File: config.mk
export PLATFORM = sky130hd
export DESIGN_NAME = mem_region_ctrl_flat
export DESIGN_NICKNAME = d
export VERILOG_FILES = /design/src/rtl/mem_region_ctrl_if.sv /design/src/rtl/mem_region_ctrl.sv /design/src/flat_wrapper.sv
export SDC_FILE = /design/constraint.sdc
export NUM_CORES = 1
export LEC_CHECK = 0
export ABC_CLOCK_PERIOD_IN_PS = 4100
export BUFFER_PORTS_ARGS = -buffer_cell sky130_fd_sc_hd__buf_4
export CORE_UTILIZATION = 50
export DETAILED_ROUTE_END_ITERATION = 16
export PLACE_DENSITY_LB_ADDON = 0.3
export SLEW_MARGIN = 40
export SYNTH_ARGS = -nofsm -noshare
export SYNTH_HDL_FRONTEND = slang
export SYNTH_SLANG_ARGS = --single-unit
File: constraint.sdc
create_clock -name clk -period 4.1 [get_ports clk]
set_input_delay 0.615 -clock clk [delete_from_list [all_inputs] [get_ports clk]]
set_output_delay 0.615 -clock clk [all_outputs]
set_load 0.1 [all_outputs]
File: src/rtl/mem_region_ctrl_if.sv
// IO device request/response handshake between the region controller and the MMIO block.
interface mem_region_ctrl_if;
  logic io_req_valid;
  logic io_req_we;
  logic io_req_ready;
  logic io_rsp_valid;

  modport master (output io_req_valid, output io_req_we,
                  input  io_req_ready, input  io_rsp_valid);
  modport slave  (input  io_req_valid, input  io_req_we,
                  output io_req_ready, output io_rsp_valid);
endinterface

File: src/rtl/mem_region_ctrl.sv
// Memory-region decode for the 3-stage core: BIOS/IMEM/DMEM write enables, M-stage load selects,
// and a stalling multi-cycle MMIO handshake guarded by a timeout watchdog.
module mem_region_ctrl #(
  parameter int                 WEA_W         = 4,
  parameter int                 TAG_W         = 4,
  parameter logic [TAG_W-1:0]   DMEM_TAG_MASK = 4'b1101,
  parameter logic [TAG_W-1:0]   IMEM_TAG_MASK = 4'b1110,
  parameter logic [TAG_W-1:0]   BIOS_TAG      = 4'b0100,
  parameter logic [TAG_W-1:0]   IO_TAG        = 4'b1000,
  parameter int                 IO_TIMEOUT    = 255,
  parameter int                 TO_W          = 8
) (
  input  logic               clk,
  input  logic               rst,
  input  logic               ex_valid,
  input  logic               ex_load,
  input  logic [WEA_W-1:0]   ex_wea,
  input  logic [TAG_W-1:0]   ex_pc_tag,
  input  logic [TAG_W-1:0]   ex_adr_tag,
  output logic [WEA_W-1:0]   iwea,
  output logic [WEA_W-1:0]   dwea,
  mem_region_ctrl_if.master  io,
  output logic               iload_sel,
  output logic [1:0]         dload_sel,
  output logic               stall,
  output logic               io_timeout,
  output logic               io_err
);

  typedef enum logic [1:0] {IDLE, REQ, RSP} state_t;

  state_t            state, state_next;
  logic [TO_W-1:0]   cnt;
  logic              cnt_clr;
  logic              we_q;
  logic [TAG_W-1:0]  pc_tag_m, adr_tag_m;
  logic              io_err_q;

  logic st, io_acc, dmem_hit, imem_hit, last_cycle;
  logic req_valid_c, req_we_c, stall_c, timeout_c;

  assign st         = (ex_wea != '0);
  assign io_acc     = ex_valid & (ex_adr_tag == IO_TAG) & (ex_load | st);
  assign dmem_hit   = ((ex_adr_tag & DMEM_TAG_MASK) == TAG_W'(1));
  assign imem_hit   = ((ex_adr_tag & IMEM_TAG_MASK) == TAG_W'(2));
  assign last_cycle = (cnt == TO_W'(IO_TIMEOUT - 1));

  always_comb begin
    state_next  = state;
    req_valid_c = 1'b0;
    req_we_c    = we_q;
    stall_c     = 1'b0;
    timeout_c   = 1'b0;
    cnt_clr     = 1'b0;
    case (state)
      IDLE: begin
        req_valid_c = io_acc;
        req_we_c    = st;
        if (io_acc) begin
          if (io.io_req_ready) begin
            if (!st) begin
              state_next = RSP;
              stall_c    = 1'b1;
              cnt_clr    = 1'b1;
            end
          end else begin
            state_next = REQ;
            stall_c    = 1'b1;
            cnt_clr    = 1'b1;
          end
        end
      end
      REQ: begin
        req_valid_c = 1'b1;
        if (io.io_req_ready) begin
          if (we_q) begin
            state_next = IDLE;
          end else begin
            state_next = RSP;
            stall_c    = 1'b1;
            cnt_clr    = 1'b1;
          end
        end else if (last_cycle) begin
          state_next = IDLE;
          timeout_c  = 1'b1;
        end else begin
          stall_c = 1'b1;
        end
      end
      RSP: begin
        if (io.io_rsp_valid) begin
          state_next = IDLE;
        end else if (last_cycle) begin
          state_next = IDLE;
          timeout_c  = 1'b1;
        end else begin
          stall_c = 1'b1;
        end
      end
      default: state_next = IDLE;
    endcase
  end

  always_ff @(posedge clk) begin
    if (!rst) begin
      state     <= IDLE;
      cnt       <= '0;
      we_q      <= 1'b0;
      pc_tag_m  <= '0;
      adr_tag_m <= '0;
      io_err_q  <= 1'b0;
    end else begin
      state <= state_next;
      if (cnt_clr)
        cnt <= '0;
      else if (state != IDLE)
        cnt <= cnt + TO_W'(1);
      if (state == IDLE)
        we_q <= st;
      if (!stall_c) begin
        pc_tag_m  <= ex_pc_tag;
        adr_tag_m <= ex_adr_tag;
      end
      if (timeout_c)
        io_err_q <= 1'b1;
    end
  end

  // Everything combinational is forced quiet while reset is held.
  assign io.io_req_valid = rst & req_valid_c;
  assign io.io_req_we    = rst & req_we_c;
  assign stall           = rst & stall_c;
  assign io_timeout      = rst & timeout_c;
  assign io_err          = io_err_q;

  assign dwea = (rst && ex_valid && dmem_hit) ? ex_wea : '0;
  assign iwea = (rst && ex_valid && imem_hit && ex_pc_tag[2]) ? ex_wea : '0;

  assign iload_sel = rst & (pc_tag_m == BIOS_TAG);

  always_comb begin
    dload_sel = 2'd0;
    if (rst) begin
      if ((adr_tag_m & DMEM_TAG_MASK) == TAG_W'(1)) dload_sel = 2'd0;
      else if (adr_tag_m == BIOS_TAG)               dload_sel = 2'd1;
      else if (adr_tag_m == IO_TAG)                 dload_sel = 2'd2;
    end
  end

endmodule
File: src/flat_wrapper.sv
// flat-port wrapper written by rule: the top's interface ports become plain ports
module mem_region_ctrl_flat 
#(
  parameter int                 WEA_W         = 4,
  parameter int                 TAG_W         = 4,
  parameter logic [TAG_W-1:0]   DMEM_TAG_MASK = 4'b1101,
  parameter logic [TAG_W-1:0]   IMEM_TAG_MASK = 4'b1110,
  parameter logic [TAG_W-1:0]   BIOS_TAG      = 4'b0100,
  parameter logic [TAG_W-1:0]   IO_TAG        = 4'b1000,
  parameter int                 IO_TIMEOUT    = 255,
  parameter int                 TO_W          = 8
)
  (clk, rst, ex_valid, ex_load, ex_wea, ex_pc_tag, ex_adr_tag, iwea, dwea, iload_sel, dload_sel, stall, io_timeout, io_err, io_io_req_valid, io_io_req_we, io_io_req_ready, io_io_rsp_valid);
  mem_region_ctrl_if io_i ();
  input  logic clk;
  input  logic rst;
  input  logic ex_valid;
  input  logic ex_load;
  input  logic [WEA_W-1:0] ex_wea;
  input  logic [TAG_W-1:0] ex_pc_tag;
  input  logic [TAG_W-1:0] ex_adr_tag;
  output logic [WEA_W-1:0] iwea;
  output logic [WEA_W-1:0] dwea;
  output logic iload_sel;
  output logic [1:0] dload_sel;
  output logic stall;
  output logic io_timeout;
  output logic io_err;
  output wire logic [$bits(io_i.io_req_valid)-1:0] io_io_req_valid;
  output wire logic [$bits(io_i.io_req_we)-1:0] io_io_req_we;
  input wire logic [$bits(io_i.io_req_ready)-1:0] io_io_req_ready;
  input wire logic [$bits(io_i.io_rsp_valid)-1:0] io_io_rsp_valid;
  assign io_io_req_valid = io_i.io_req_valid;
  assign io_io_req_we = io_i.io_req_we;
  assign io_i.io_req_ready = io_io_req_ready;
  assign io_i.io_rsp_valid = io_io_rsp_valid;
  mem_region_ctrl #(.WEA_W(WEA_W), .TAG_W(TAG_W), .DMEM_TAG_MASK(DMEM_TAG_MASK), .IMEM_TAG_MASK(IMEM_TAG_MASK), .BIOS_TAG(BIOS_TAG), .IO_TAG(IO_TAG), .IO_TIMEOUT(IO_TIMEOUT), .TO_W(TO_W)) u_core (.clk(clk), .rst(rst), .ex_valid(ex_valid), .ex_load(ex_load), .ex_wea(ex_wea), .ex_pc_tag(ex_pc_tag), .ex_adr_tag(ex_adr_tag), .iwea(iwea), .dwea(dwea), .io(io_i), .iload_sel(iload_sel), .dload_sel(dload_sel), .stall(stall), .io_timeout(io_timeout), .io_err(io_err));
endmodule
* After elaboration in Yosys (flattened, before gate mapping)
Cells that the tools add are included.
Word-level totals: register bits 20, output and inout port bits 16, logic and storage cells 67
Operators by class: reduce and logical (&&, ||, !) cells 9, bitwise gates (word level) 9, mux-type cells 30, add/sub/neg operators 1, equal/unequal tests 12
Operators by type and width (number):
- 2-bit 2-to-1 mux | 11
- 1-bit 2-to-1 mux | 12
- 3-bit by 1-bit equality test with 1-bit output, second input constant | 3
- 8-bit by 1-bit adder with 8-bit output, second input constant | 1
- 4-bit by 3-bit equality test with 1-bit output, second input constant | 2
- 4-bit equality test, second input constant | 2
- 8-bit equality test, second input constant | 1
- 4-bit 2-to-1 mux | 2
- 1-bit bitwise AND | 7
- 1-bit one-hot mux with 2 select lines | 3
- 2-bit one-hot mux with 3 select lines | 1
- 1-bit logical AND | 4
- 4-bit nonzero test | 1
- 3-bit != test, second input constant | 1
- 1-bit one-hot mux with 3 select lines | 1
- 2-bit by 1-bit equality test with 1-bit output, second input constant | 1
- 2-bit equality test, second input constant | 1
- 2-bit logical NOT | 1
- 2-bit by 1-bit != test with 1-bit output, second input constant | 1
- 2-bit AND reduction | 1
- 2-bit nonzero test | 1
- 2-bit OR reduction | 1
- 1-bit NOT | 1
- 1-bit OR | 1

* Depth between registers and ports, before layout
depth after elaboration 6, depth in mapped cells 8, gate-level depth less buffers 7

* Worst setup path after synthesis
OpenSTA, ideal clock, no wires.
kind input -> output, start point input port rst, end point output port dload_sel[1], cell stages on the path 3, arrival 3.189 ns, slack 0.296 ns, cells stage by stage clkbuf_1 nand2_1 nor3b_1
On the way: longest elaborated chain between the ends 1
RTL lines:
- start: declaration | RTL line flat_wrapper.sv:16 | input logic rst;
- 2-bit 2-to-1 mux | RTL line mem_region_ctrl.sv:143 | if (rst) begin
- end: declaration | RTL line flat_wrapper.sv:25 | output logic [1:0] dload_sel;
No other way between the ends.

* Worst setup path after layout
start point register u_core.state[1], end point output port stall
On the way: longest elaborated chain between the ends 3
RTL lines:
- start: declaration | RTL line mem_region_ctrl.sv:32 | state_t state, state_next;
- start signal: assignment | RTL line mem_region_ctrl.sv:113 | state <= state_next;
- 2-bit equality test (tied with other cells) | RTL line mem_region_ctrl.sv:55 | case (state)
- 1-bit one-hot mux with 3 select lines * | RTL line mem_region_ctrl.sv:55
- 1-bit bitwise AND * | RTL line mem_region_ctrl.sv:132 | assign stall = rst & stall_c;
- end: declaration | RTL line flat_wrapper.sv:26 | output logic stall;
Mark *: on every way between the ends. The rest lies on a longest branch, timed or not.

==> run summary <==
The run finished with clean final reports. The number of warnings issued by yosys is 0. Input and output buffers added on the ports amount to 33. Yosys mapped a number of flops with a built-in enable equal to 0. Global routing used 21.5% of the available tracks across all layers. The library cell used most frequently in the layout, excluding fill and tap cells, is sky130_fd_sc_hd__buf_4. The count of unresolved DRC violations after routing is 0, and the register bit count reported by yosys is 20.

The tree built by TritonCTS fans out to 20 sinks. The number of distinct standard cells referenced by the synthesized netlist is 29. The async set-reset flop share out of synthesis is 0%, and the total placed instance area is 0.00142 mm^2. The worst ir drop on vdd was 0.246 mV; the global-route wire length before repair was 4100 um.

Summing all non-filler instances in the final layout gives an area of 0.00147 mm^2. Setup total negative slack on the finished layout was measured at 0 ns. The clock passes through at most 2 buffers.

The tools report the sequential fraction of the synthesis area as 34.6%. The design draws 0.439 mW. The max-cap check violation count is 0.

Data on the critical path is required at its endpoint by 3.48 ns. The count of pins on the block boundary is 34. The worst path in the final design needs a cycle of 3.26 ns, including I/O delays and setup. Counting the buffers created by CTS gives 3. The tools report the number of diodes added for antenna fixing as 0. TritonCTS built the clock tree. Total count of hold-check failures in the final report: 0. Setup repair after global routing left no endpoint under its margin. For the pin with the worst max-slew slack, the measured transition is 0.624 ns. Prior to clock tree synthesis, the placed netlist has a worst setup slack of 1.06 ns. Dividing the detail-routed via count by the number of cells gives 5.16.

After clock tree synthesis, the clock-pin slew on the worst setup and hold paths is 0.13 ns. The total of hold buffers inserted after clock tree synthesis came out at 0. Hold is met by 0.470 ns.

The total placed cells including tap cells came out at 194. The data arrival time at the worst-slack endpoint is 2.64 ns, and the total grt overflow is 0. In the layout the commonest cells are 33 x sky130_fd_sc_hd__buf_4, 22 x sky130_fd_sc_hd__nand2_1, 20 x sky130_fd_sc_hd__dfxtp_1. The tools report the clock root buffer master as sky130_fd_sc_hd__clkbuf_4. The total setup violations reported at the end of the flow was 0. After detailed routing, the average wire length per cell comes to 12.0 um.

The first-pass iteration count of the detailed router is 2. The number of antenna violations at the first check in global routing is 0, and the largest net degree at the start of global routing is 30. Once the floorplan was initialized, standard cells occupied 52.8% of the core. The run gives 138 as the number of instances in the synthesized netlist.

Cells with a size suffix above 1 make up 23.5% of the layout. On the final layout, the worst clock skew is 0.00915 ns. Post-detailed-routing wire length: 2380 um. The tools report the area of the placeable core as 0.00219 mm^2.

The min-delay analysis places its worst path in the category flop to flop. The final design utilization is 67.2%, and the total setup buffers inserted after CTS is 0. The via count of the first global-routing pass is 976, and the final non-filler cell total is 198. A synthesized cell averages 8.38 um^2. For this design the static power due to leakage is 0.716 nW. For the worst-skew pair, the clock arrives at the later sink with an insertion delay of 0.32 ns.

In this run the worst path has a maximum fanout of 11. The fraction of the cycle the final worst path needs works out to 79.5%. The top achievable clock speed is 307 MHz, and the post-synth design cell area is 0.00116 mm^2.

For this block, the initial DRC count from the detailed router was 14. The logs give 0 for the max-slew violation count and 17 for the standard-cell row count. The post-synthesis to final-layout area growth is 27.4%.

The classification of the worst setup path was flop to output pin. Once the clock tree was built, the resizer swapped 0 gates to a different size. For the number of levels the H-tree was split into, the log shows 1. Final-stage net count: 195. The count of nets left with antenna violations once routing finished came out at 0.

Dividing total power by cell area gives a power density of 298 mW/mm^2. The floorplan step set the die width to 50.1 um. At the end of routability-driven placement, the weighted congestion stood at 0.789.

The tools report the element type at the critical path start as a flop. Counting the fill cells in the layout gives 204. The die covers 0.00251 mm^2.

The net count of the mapped netlist is 162, and the relative slew slack is 58.3%. Estimated wirelength of the detail-placed design: 1830 um. The tools report the type of destination of the critical path as an output pin. In the synthesized netlist the dominant register cell turns out to be sky130_fd_sc_hd__dfxtp_1. Across all setup checks in the final design, the least slack found is 0.842 ns.

The vertical die dimension came out at 50.1 um. The routed layout has 1022 vias.
-- cell type report --
| cell class | instances | area, um^2 | area share [%] |
|---|---|---|---|
| Timing Repair Buffer | 33 | 248 | 16.8 |
| Inverter | 5 | 18.8 | 1.27 |
| Clock inverter | 1 | 30.0 | 2.04 |
| Sequential cell | 20 | 400 | 27.2 |
| Clock buffer | 3 | 22.5 | 1.53 |
| Multi-Input combinational cell | 108 | 718 | 48.8 |
| Tap cell | 28 | 35.0 | 2.38 |
-- state kept, by name, indices dropped and copies added (netlist names) --
signal            flops
u_core.cnt            8
u_core.state          2
u_core.io_err         1
u_core.pc_tag_m       4
u_core.we_q           1
u_core.adr_tag_m      4
-- report_power, final --
part           internal, mW  switching [mW]  leakage, nW
logic                0.0252          0.0410        0.525
registers             0.201         0.00406        0.164
clock network        0.0990          0.0689       0.0279
-- worst max-delay path: stages, from the launching register on --
cell and delay (ns):
sky130_fd_sc_hd__dfxtp_1 0.36, sky130_fd_sc_hd__inv_1 0.10, sky130_fd_sc_hd__ha_1 0.38, sky130_fd_sc_hd__inv_1 0.14, sky130_fd_sc_hd__or4_4 0.56, sky130_fd_sc_hd__o211a_1 0.29, sky130_fd_sc_hd__nor2b_1 0.17, sky130_fd_sc_hd__buf_4 0.30
-- cell families (layout without fill, tap and decap cells) --
logic type               after synthesis  in the layout  synth area share [%]
AND/OR/NAND/NOR                       71             71                  33.1
flip-flops                            20             20                  34.6
AO/OA/AOI/OAI                         15             15                  8.77
buffers and inverters                 10             42                  3.90
multiplexers                           9              9                  7.79
XOR/XNOR                               7              7                  5.30
adder cells (fa/ha/maj)                6              6                  6.49
-- Yosys cell counts (2+ instances only) --
cell	n	share of area, %
sky130_fd_sc_hd__a21oi_1	5	2.2
sky130_fd_sc_hd__and2_1	5	2.7
sky130_fd_sc_hd__and3_1	6	3.2
sky130_fd_sc_hd__and3b_1	2	1.5
sky130_fd_sc_hd__clkbuf_1	4	1.3
sky130_fd_sc_hd__dfxtp_1	20	35
sky130_fd_sc_hd__ha_1	6	6.5
sky130_fd_sc_hd__inv_1	5	1.6
sky130_fd_sc_hd__mux2i_1	9	7.8
sky130_fd_sc_hd__nand2_1	22	7.1
sky130_fd_sc_hd__nand3_1	3	1.3
sky130_fd_sc_hd__nand4b_1	2	1.5
sky130_fd_sc_hd__nor2_1	16	5.2
sky130_fd_sc_hd__nor2b_1	7	3.8
sky130_fd_sc_hd__nor3b_1	2	1.3
sky130_fd_sc_hd__o211a_1	3	2.6
sky130_fd_sc_hd__o21a_1	2	1.3
sky130_fd_sc_hd__o21ai_0	3	1.3
sky130_fd_sc_hd__xnor2_1	4	3.0
sky130_fd_sc_hd__xor2_1	3	2.3
-- routing by layer --
layer | track usage [%] | wire length [um] | up-vias
met2 | 36.2 | 1110 | 17
met4 | 8.57 | 38 | 0
li1 | - | - | 527
met5 | 0 | 0 | -
met3 | 4.63 | 75 | 5
met1 | 26.0 | 1160 | 473
-- worst paths after layout --
check                        endpoint  cells past startpoint                start  slack, ns
setup / recovery                stall                      7      u_core.state[1]       0.84
hold / removal    u_core.adr_tag_m[0]                      2  u_core.adr_tag_m[0]       0.47
setup reg to reg  u_core.adr_tag_m[1]                      6      u_core.state[1]       1.93
hold reg to reg   u_core.adr_tag_m[0]                      2  u_core.adr_tag_m[0]       0.47
Note: power is estimated with default switching activity, not from simulation.
